==> config.mk <==
export PLATFORM = sky130hd
export DESIGN_NAME = decap_ctrl
export DESIGN_NICKNAME = d
export VERILOG_FILES = /design/src/rtl/decap_ctrl_pkg.sv /design/src/rtl/decap_wait_cnt.sv /design/src/rtl/decap_ctrl.sv
export SDC_FILE = /design/constraint.sdc
export NUM_CORES = 1
export LEC_CHECK = 0
export ABC_AREA = 1
export CAP_MARGIN = 10
export CORE_AREA = 2 2 42 44
export CTS_BUF_LIST = sky130_fd_sc_hd__clkbuf_16
export CTS_CLUSTER_DIAMETER = 200
export DETAILED_ROUTE_END_ITERATION = 12
export DIE_AREA = 0 0 44 46
export PLACE_DENSITY = 0.81
export SYNTH_ARGS = -nofsm -noshare
export SYNTH_HDL_FRONTEND = slang
export SYNTH_SLANG_ARGS = --single-unit
==> constraint.sdc <==
create_clock -name clk -period 3.06 [get_ports clk]
set_clock_uncertainty 0.2 [all_clocks]
set_input_delay 0.306 -clock clk [delete_from_list [all_inputs] [get_ports clk]]
set_output_delay 0.306 -clock clk [all_outputs]
set_load 0.03 [all_outputs]
==> src/rtl/decap_ctrl_pkg.sv <==
// decap_ctrl_pkg: shared state encoding and constants for the decapsulation control FSM
package decap_ctrl_pkg;
  typedef enum logic [3:0] {
    IDLE, INIT, A_ADDR, A_WAIT, A_CAP, A_WR,
    B_ADDR, B_WAIT, B_CAP, B_WR, S_LD, S_WR, DONE
  } state_e;
  localparam logic [10:0] S_DEG_ADDR = 11'd2047;
  // bit k-1 is select line Rk; hold keeps every datapath register unchanged
  localparam logic [11:0] HOLD_SEL = 12'h13F;
  localparam int DEF_P = 757;
  localparam int DEF_RD_LAT = 1;
endpackage

==> src/rtl/decap_wait_cnt.sv <==
// decap_wait_cnt: read-latency down-counter flagging the first and last wait cycle
module decap_wait_cnt
  import decap_ctrl_pkg::*;
#(
  parameter int RD_LAT = DEF_RD_LAT
) (
  input  logic clk,
  input  logic rst_n,
  input  logic load_i,
  input  logic dec_i,
  output logic first_o,
  output logic last_o
);
  localparam int W = RD_LAT > 1 ? $clog2(RD_LAT) : 1;
  localparam logic [W-1:0] INIT_CNT = W'(RD_LAT - 1);
  logic [W-1:0] cnt_q, cnt_d;
  assign last_o = cnt_q == '0;
  assign first_o = cnt_q == INIT_CNT;
  assign cnt_d = load_i ? INIT_CNT : (dec_i && !last_o) ? cnt_q - W'(1) : cnt_q;
  always_ff @(posedge clk or negedge rst_n)
    if (!rst_n) cnt_q <= '0;
    else cnt_q <= cnt_d;
endmodule

==> src/rtl/decap_ctrl.sv <==
// decap_ctrl: sequences the reduction pass, mod-3 pass and degree write of the decap datapath
module decap_ctrl
  import decap_ctrl_pkg::*;
#(
  parameter int P = DEF_P,
  parameter int RD_LAT = DEF_RD_LAT
) (
  input  logic        clk,
  input  logic        rst_n,
  input  logic        start,
  input  logic [10:0] i,
  input  logic [10:0] j,
  output logic        busy,
  output logic        done,
  output logic        we_e,
  output logic        we_S,
  output logic        R1,
  output logic        R2,
  output logic        R3,
  output logic        R4,
  output logic        R5,
  output logic        R6,
  output logic        R7,
  output logic        R8,
  output logic        R9,
  output logic        R10,
  output logic        R11,
  output logic        R12
);
  localparam logic [10:0] P_W = 11'(P);
  state_e state_q;
  logic wait_first, wait_last;
  logic [11:0] sel;
  decap_wait_cnt #(.RD_LAT(RD_LAT)) u_wait (
    .clk    (clk),
    .rst_n  (rst_n),
    .load_i (state_q == A_ADDR || state_q == B_ADDR),
    .dec_i  (state_q == A_WAIT || state_q == B_WAIT),
    .first_o(wait_first),
    .last_o (wait_last)
  );
  always_ff @(posedge clk or negedge rst_n)
    if (!rst_n) state_q <= IDLE;
    else
      case (state_q)
        IDLE:    if (start) state_q <= INIT;
        INIT:    state_q <= A_ADDR;
        A_ADDR:  state_q <= A_WAIT;
        A_WAIT:  if (wait_last) state_q <= A_CAP;
        A_CAP:   state_q <= A_WR;
        A_WR:    state_q <= i == P_W ? B_ADDR : A_ADDR;
        B_ADDR:  state_q <= B_WAIT;
        B_WAIT:  if (wait_last) state_q <= B_CAP;
        B_CAP:   state_q <= B_WR;
        B_WR:    state_q <= j == P_W ? S_LD : B_ADDR;
        S_LD:    state_q <= S_WR;
        S_WR:    state_q <= DONE;
        default: state_q <= IDLE;
      endcase
  // counters advance in ADDR, so the old value is the element address k
  always_comb begin
    sel = HOLD_SEL;
    we_e = 1'b0;
    we_S = 1'b0;
    case (state_q)
      INIT:    begin sel[5] = 1'b0; sel[8] = 1'b0; end
      A_ADDR:  begin sel[5] = 1'b0; sel[6] = 1'b1; sel[3] = 1'b0; end
      A_WAIT:  sel[4] = !wait_first;
      A_CAP:   sel[2] = 1'b0;
      A_WR:    we_e = 1'b1;
      B_ADDR:  begin sel[8] = 1'b0; sel[9] = 1'b1; sel[10] = 1'b1; end
      B_WAIT:  sel[11] = wait_first;
      B_CAP:   sel[7] = 1'b1;
      B_WR:    we_e = 1'b1;
      S_LD:    begin sel[0] = 1'b0; sel[1] = 1'b0; end
      S_WR:    we_S = 1'b1;
      default: ;
    endcase
  end
  assign {R12, R11, R10, R9, R8, R7, R6, R5, R4, R3, R2, R1} = sel;
  assign busy = state_q != IDLE;
  assign done = state_q == DONE;
endmodule

Word-level counts from Yosys, hierarchy flattened
Index checks and enable logic that the tools add are counted.
{"block": "totals", "inputBits": 25, "word_cells": 51, "register_bits": 5}
{"block": "classes", "mux": 20, "bitwise": 1, "eq_ne": 17, "addsub": 1, "n_reduce_logical": 10}
{"cell": "4-bit case mux with 12 select lines", "count": 1}
{"cell": "11-bit by 10-bit equality test with 1-bit output (second input constant)", "count": 2}
{"cell": "4-bit equality test (second input constant)", "count": 5}
{"cell": "4-bit by 3-bit equality test with 1-bit output (second input constant)", "count": 4}
{"cell": "4-bit 2-to-1 mux", "count": 4}
{"cell": "1-bit 2-to-1 mux", "count": 12}
{"cell": "4-bit by 2-bit equality test with 1-bit output (second input constant)", "count": 2}
{"cell": "2-bit inequality test (second input constant)", "count": 3}
{"cell": "2-bit OR reduction", "count": 3}
{"cell": "4-bit by 1-bit equality test with 1-bit output (second input constant)", "count": 1}
{"cell": "4-bit logical NOT", "count": 1}
{"cell": "2-bit 2-to-1 mux", "count": 2}
{"cell": "4-bit nonzero test", "count": 1}
{"cell": "3-bit 2-to-1 mux", "count": 1}
{"cell": "3-bit AND reduction", "count": 1}
{"cell": "1-bit logical OR", "count": 2}
{"cell": "2-bit nonzero test", "count": 1}
{"cell": "1-bit logical AND", "count": 1}
{"cell": "1-bit inverter", "count": 1}
{"cell": "1-bit subtractor (second input constant)", "count": 1}

Depth between registers and ports, before layout
Gate-level depths: netlist of run 1.
{"block": "logic_depth", "depth_word": 5, "depth_mapped": 8}

Modules after synthesis
From an unflattened synthesis of run 1, not the netlist that was laid out.
{"block": "hier_totals", "cells_unflattened": 96, "area_unflattened_um2": 504.2}
{"module": "decap_ctrl", "cells_each": 90, "n_inst": 1, "seq_area_each_um2": 100.1, "area_each_um2": 454.2}
{"module": "decap_wait_cnt", "cells_each": 6, "n_inst": 1, "seq_area_each_um2": 25.0, "area_each_um2": 50.0}

Worst setup path before layout of run 1
Ideal clock, no wire load.
{"block": "synth_path", "path_kind": "register to output", "startpoint": "reg state_q[1]", "endpoint": "out R9", "required_ns": 2.554, "stages_incl_launch_ff": 6, "setup_slack_ns": 1.142, "arrival_ns": 1.412, "path_cell_list": "dfrtp_1 > inv_1 > nor2_1 > inv_1 > nor2_1 > nor2_1"}
{"block": "synth_between", "elab_chain_cells": 3}
{"item": "from (decl)", "line": "decap_ctrl.sv:31", "text": "state_e state_q;"}
{"item": "from (signal assigned)", "line": "decap_ctrl.sv:51", "text": "A_WR: state_q <= i == P_W ? B_ADDR : A_ADDR;"}
{"item": "from (signal assigned)", "line": "decap_ctrl.sv:55", "text": "B_WR: state_q <= j == P_W ? S_LD : B_ADDR;"}
{"item": "4-bit by 3-bit equality test with 1-bit output / 4-bit by 1-bit equality test with 1-bit output (equally long branches)", "line": "decap_ctrl.sv:65", "text": "case (state_q)"}
{"item": "2-bit OR reduction (no source line) (*)"}
{"item": "1-bit 2-to-1 mux (*)", "line": "decap_ctrl.sv:65"}
{"item": "to (decl)", "line": "decap_ctrl.sv:25", "text": "output logic R9,"}
Mark *: on every way between the ends. The rest lies on a longest branch, timed or not.

Worst setup path after layout of run 1
{"block": "layout_path", "startpoint": "reg state_q[3]", "endpoint": "out R12"}
{"block": "layout_between", "elab_chain_cells": 2}
{"item": "4-bit by 3-bit equality test with 1-bit output", "line": "decap_ctrl.sv:65"}
{"item": "1-bit 2-to-1 mux", "line": "decap_ctrl.sv:65"}
{"item": "to (decl)", "line": "decap_ctrl.sv:28", "text": "output logic R12"}
Every way passes these cells.

==> results of run 1 <==
[stage by stage]
stage          utilization [%]  hold slack, ps
2_1_floorplan                -            -190
3_3_place_gp              54.9             333
3_5_place_dp              54.9             339
4_1_cts                   59.8             101
5_1_grt                   59.8             119
6_report                  59.8            93.3
[cell families (layout without fill, tap and decap cells)]
group | after synthesis | in the layout | share of synthesized area, %
AOI/OAI and AO/OA | 7 | 7 | 8.61
and+or+nand+nor | 54 | 54 | 45.7
DFF | 5 | 5 | 26.1
buffers and inverters | 23 | 65 | 19.6
[cell usage after synthesis]
cell type  number
nor3_1          1
nor2_2          2
inv_1          18
dfrtp_1         5
nand3_1         3
buf_4           2
nand3_2         1
nand2_1        26
o21ai_2         1
a21oi_1         3
o21ai_0         1
inv_2           3
nor2_1         21
o22ai_1         2
[final timing paths]
check / start / to / slack [ps]
max in group asynchronous: rst_n / state_q[1] / 2390
min in group clk: state_q[1] / u_wait.cnt_q / 350
setup reg to reg: state_q[1] / state_q[2] / 1680
hold reg to reg: state_q[1] / u_wait.cnt_q / 350
hold / removal: rst_n / u_wait.cnt_q / 90
setup / recovery: state_q[3] / R12 / 700
[power groups by stage]
stage	clock network, mW	logic [mW]	registers [mW]
after floorplan	0	0.372	0.121
after global placement	0	0.576	0.125
after detailed placement	0	0.582	0.127
after CTS	0.214	0.583	0.126
after global routing	0.215	0.636	0.131
final	0.211	0.579	0.128
[cell type report]
cell class	count	area share, %
clock buffer	3	7.78
sequential	5	13.0
inverter	21	8.17
tap	17	2.20
timing repair buffer	40	41.5
multi-input combinational	61	27.0
clock inverter	1	0.389
[sequential cells by signal (all words and copies together) (netlist names)]
| register | flops |
|---|---|
| u_wait.cnt_q | 1 |
| state_q | 4 |
[layer usage]
metal | GRT usage, % | vias to the layer above
met1 | 16.0 | 286
li1 | - | 343
met5 | 0 | -
met4 | 12.7 | 0
met3 | 3.17 | 4
met2 | 29.7 | 30
[critical path: cells and delay by family, from the launching register on]
family / cells / cell delay (ps)
buf+inv: 3 / 810
flops: 1 / 410
simple gates: 3 / 400
==> flow_metrics.env, run 1 <==
export IMPL_grt_pass1_wl_mm=2.37
export IMPL_swShare_pct=46.9
export IMPL_io_pins=41
export IMPL_row_count=15
export IMPL_yosysTopAreaCell="dfrtp_1"
export IMPL_cts_hold_buf=0
export IMPL_setup_slack_ps=698
export IMPL_final_common_cell="clkdlybuf4s50_1"
export IMPL_place_gp_congestion=0.873
export IMPL_worstMarginPinSlew_ps=317
export IMPL_start_util_pct=29.7
export IMPL_p_comb_share_pct=63.1
export IMPL_finalPower_mw=0.918
export IMPL_drtIter0Drc=11
export IMPL_wl_met2_um=731
export IMPL_port_buffers=40
export IMPL_hold_path_class="input port to async pin"
export IMPL_syn_area_um2=479
export IMPL_drc_errors=0
export IMPL_slowest_stage="clkdlybuf4s50_1"
export IMPL_intPower_mw=0.488
export IMPL_ys_seq_area_share_pct=26.1
export IMPL_fin_crit_sh_pct=77.2
export IMPL_setup_viol=0
export IMPL_cts_root_buffer="clkbuf_16"
export IMPL_hold_viol_final=0
export IMPL_drive_above_1_share_pct=7.63
export IMPL_routed_wl_met3_um=148
export IMPL_cts_buffers=3
export IMPL_powerDensity_nw_per_um2=951
export IMPL_fmax_mhz=423
export IMPL_dr_pass1_iters=4
export IMPL_die_x_um=44
export IMPL_htree_levels=1
export IMPL_p_clk_share_pct=23.0
export IMPL_layout_common_cells="clkdlybuf4s50_1, nand2_1, nor2_1"
export IMPL_tns_ps=0
export IMPL_start_kind="register"
export IMPL_core_region_area_um2=1610
export IMPL_area_growth_pct=101
export IMPL_fin_nets=157
export IMPL_ys_ff_latch=5
export IMPL_worstSetupEndpointType="output port"
export IMPL_rsz0062_at_grt="false"
export IMPL_grt_max_degree=6
export IMPL_clk_latency_ps=230
export IMPL_wl_per_cell_um=9.72
export IMPL_chipHeight_um=46
export IMPL_yosysTopAreaCellShare_pct=26.1
export IMPL_period_minus_slack_ps=2360
export IMPL_cts_buffer_depth=2
export IMPL_cts_tree="yes"
export IMPL_status="complete, no violations"
export IMPL_wl_mm=1.44
export IMPL_stdcell_area_um2=965
export IMPL_slew_viol_final=0
export IMPL_yosys_top_cells_area="dfrtp_1, nand2_1, nor2_1"
export IMPL_vias_per_cell=4.48
export IMPL_wl_met1_um=517
export IMPL_cpPeakStageDelay_ps=670
export IMPL_post_cts_resize_count=0
export IMPL_synth_net_count=114
export IMPL_grt_pass1_vias=619
export IMPL_multi_input_area_um2=260
export IMPL_path_cells="nor2_2 > inv_1 > nor2_1 > inv_1 > nor2_1 > clkdlybuf4s50_1"
export IMPL_die_area_um2=2020
export IMPL_pwr_share_seq_pct=13.9
export IMPL_relSlewSlack_pct=78.8
export IMPL_drv_cap=0
export IMPL_yosysUniqueCellTypes=14
export IMPL_reg2regPathDepth=6
export IMPL_grtUsageTotal_pct=16.3
export IMPL_syn_avg_cell_area_um2=5.38
export IMPL_seq_area_um2=125
export IMPL_post_cts_buffers=0
export IMPL_dp_cells=144
export IMPL_critPathRequiredTime_ps=2550
export IMPL_place_area_um2=886
export IMPL_worstPathArrival_ps=1860
export IMPL_finalNonFillerCells=148
export IMPL_grt_overflow_total=0
export IMPL_cts_sinks=5
export IMPL_p_sw_mw=0.430
export IMPL_fillCellCount=165
export IMPL_path_clk_slew_ps=30
export IMPL_dpl_hpwl_mm=1.27
export IMPL_vias=663
export IMPL_pre_cts_slack_ps=948
export IMPL_postRouteAntennaNets=0
export IMPL_n_antenna_cell=0
export IMPL_cp_max_fo=5
export IMPL_critPathKind="register to output port"
export IMPL_leakagePower_nw=0.461
export IMPL_routed_top_layer="met4"
export IMPL_synthCells=89
export IMPL_peakVddDrop_mv=0.615
export IMPL_synth_warnings=0
export IMPL_antenna_found_initial=0
Note: power is estimated with default switching activity, not from simulation.
==> inputs of run 2 (changes only) <==
- CORE_AREA: 2 2 42 44 -> 2 2 43 45
- DIE_AREA: 0 0 44 46 -> 0 0 45 47
- PLACE_DENSITY: 0.81 -> 0.78
- clock period: 3.06 -> 2.5 ns (I/O delays scaled with it)
==> run 2 against run 1 <==
Total power grew 22%. Critical endpoint unchanged. Cell count did not move. Global-route usage fell by 1.5 points. Combinational power grew 23%. Final area did not move. Sequential cell count is the same.
==> flow_metrics.env, run 2 (synthesis results as in run 1) <==
export IMPL_seq_area_um2=125
export IMPL_powerDensity_nw_per_um2=1160
export IMPL_period_minus_slack_ps=2310
export IMPL_tns_ps=0
export IMPL_cts_hold_buf=0
export IMPL_rsz0062_at_grt="false"
export IMPL_wl_per_cell_um=9.70
export IMPL_worstMarginPinSlew_ps=315
export IMPL_reg2regPathDepth=6
export IMPL_hold_path_class="input port to async pin"
export IMPL_crit_path_start="state_q[3]"
export IMPL_worstSetupEndpointType="output port"
export IMPL_pwr_share_seq_pct=13.8
export IMPL_p_comb_share_pct=63.4
export IMPL_path_clk_slew_ps=30
export IMPL_worst_r2r_endpoint="state_q[0]"
export IMPL_grt_pass1_vias=605
export IMPL_final_common_cell="clkdlybuf4s50_1"
export IMPL_r2r_slack_ps=1100
export IMPL_cp_max_fo=5
export IMPL_antenna_found_initial=0
export IMPL_status="complete, no violations"
export IMPL_drv_cap=0
export IMPL_grt_pass1_wl_mm=2.26
export IMPL_p_clk_share_pct=22.7
export IMPL_cp_endpoint="R12"
export IMPL_pre_cts_slack_ps=418
export IMPL_peakVddDrop_mv=0.728
export IMPL_multi_input_area_um2=260
export IMPL_worstPathArrival_ps=1860
export IMPL_start_util_pct=29.0
export IMPL_area_growth_pct=101
export IMPL_io_pins=41
export IMPL_hold_viol_final=0
export IMPL_critPathKind="register to output port"
export IMPL_cts_buffer_depth=2
export IMPL_fillCellCount=162
export IMPL_grtUsageTotal_pct=14.8
export IMPL_dpl_hpwl_mm=1.28
export IMPL_post_cts_buffers=0
export IMPL_fmax_mhz=434
export IMPL_swShare_pct=46.7
export IMPL_stdcell_area_um2=965
export IMPL_post_cts_resize_count=0
export IMPL_clk_latency_ps=220
export IMPL_largest_reg_flops=4
export IMPL_grt_overflow_total=0
export IMPL_layout_common_cells="clkdlybuf4s50_1, nand2_1, nor2_1"
export IMPL_relSlewSlack_pct=78.9
export IMPL_setup_slack_ps=193
export IMPL_start_kind="register"
export IMPL_critPathRequiredTime_ps=2050
export IMPL_fin_crit_sh_pct=92.3
export IMPL_intPower_mw=0.597
export IMPL_drc_errors=0
export IMPL_cts_root_buffer="clkbuf_16"
export IMPL_regMostFlops="state_q"
export IMPL_p_sw_mw=0.522
export IMPL_cts_sinks=5
export IMPL_setup_viol=0
export IMPL_fin_util_pct=58.4
export IMPL_core_region_area_um2=1650
export IMPL_htree_levels=1
export IMPL_vias_per_cell=4.35
export IMPL_die_x_um=45
export IMPL_place_area_um2=886
export IMPL_postRouteAntennaNets=0
export IMPL_fin_nets=157
export IMPL_row_count=15
export IMPL_grt_max_degree=6
export IMPL_worstReg2RegStart="state_q[1]"
export IMPL_finalNonFillerCells=148
export IMPL_vias=644
export IMPL_finalPower_mw=1.12
export IMPL_hold_worst_slack_ps=41.2
export IMPL_cts_buffers=3
export IMPL_dr_pass1_iters=4
export IMPL_slew_viol_final=0
export IMPL_n_antenna_cell=0
export IMPL_leakagePower_nw=0.461
export IMPL_die_area_um2=2120
export IMPL_wl_mm=1.44
export IMPL_reg_top3="state_q: 4 flops, u_wait.cnt_q: 1 flops"
export IMPL_dp_cells=144
export IMPL_cts_tree="yes"
export IMPL_place_gp_congestion=0.888
export IMPL_chipHeight_um=47
export IMPL_port_buffers=40
export IMPL_drive_above_1_share_pct=7.63
export IMPL_drtIter0Drc=9
==> run 2: cell counts in the layout (fill, tap and decap cells not counted) <==
Identical to the previous run, type by type.
==> run 2: cell type report <==
type	instances	share of cell area (%)
timing repair buffer	40	41.5
multi-input combinational	61	27.0
sequential	5	13.0
inverter	21	8.17
clock buffer	3	7.78
tap	17	2.20
clock inverter	1	0.389
==> run 2: worst min-delay path by stage <==
stage | from | end | slack, ps | depth (start not counted)
finish | rst_n | state_q[2] | 40 | 1
global route | rst_n | state_q[2] | 70 | 1
CTS | rst_n | state_q[2] | 40 | 1
detailed placement | rst_n | state_q[1] | 280 | 1
global placement | rst_n | u_wait.cnt_q | 280 | 1
floorplan | rst_n | state_q[0] | -250 | 0
==> run 2: power by group through the flow <==
stage / combinational (mW) / sequential, mW / clock [mW]
floorplan: 0.455 / 0.148 / 0
global placement: 0.709 / 0.151 / 0
detailed placement: 0.715 / 0.154 / 0
CTS: 0.717 / 0.153 / 0.259
global route: 0.773 / 0.159 / 0.266
finish: 0.710 / 0.155 / 0.254
==> run 2: layer usage <==
layer | share of wire [%] | GRT usage (%) | up-vias
li1 | - | - | 344
met1 | 40 | 14.8 | 270
met2 | 49 | 28.3 | 30
met3 | 11 | 2.69 | 0
met4 | 0 | 8.82 | 0
met5 | 0 | 0 | -
==> run 2: worst max-delay path: stages (launching register included) <==
cell and delay [ps]:
dfrtp_1 410, nor2_2 190, inv_1 70, nor2_1 130, inv_1 70, nor2_1 80
clkdlybuf4s50_1 670
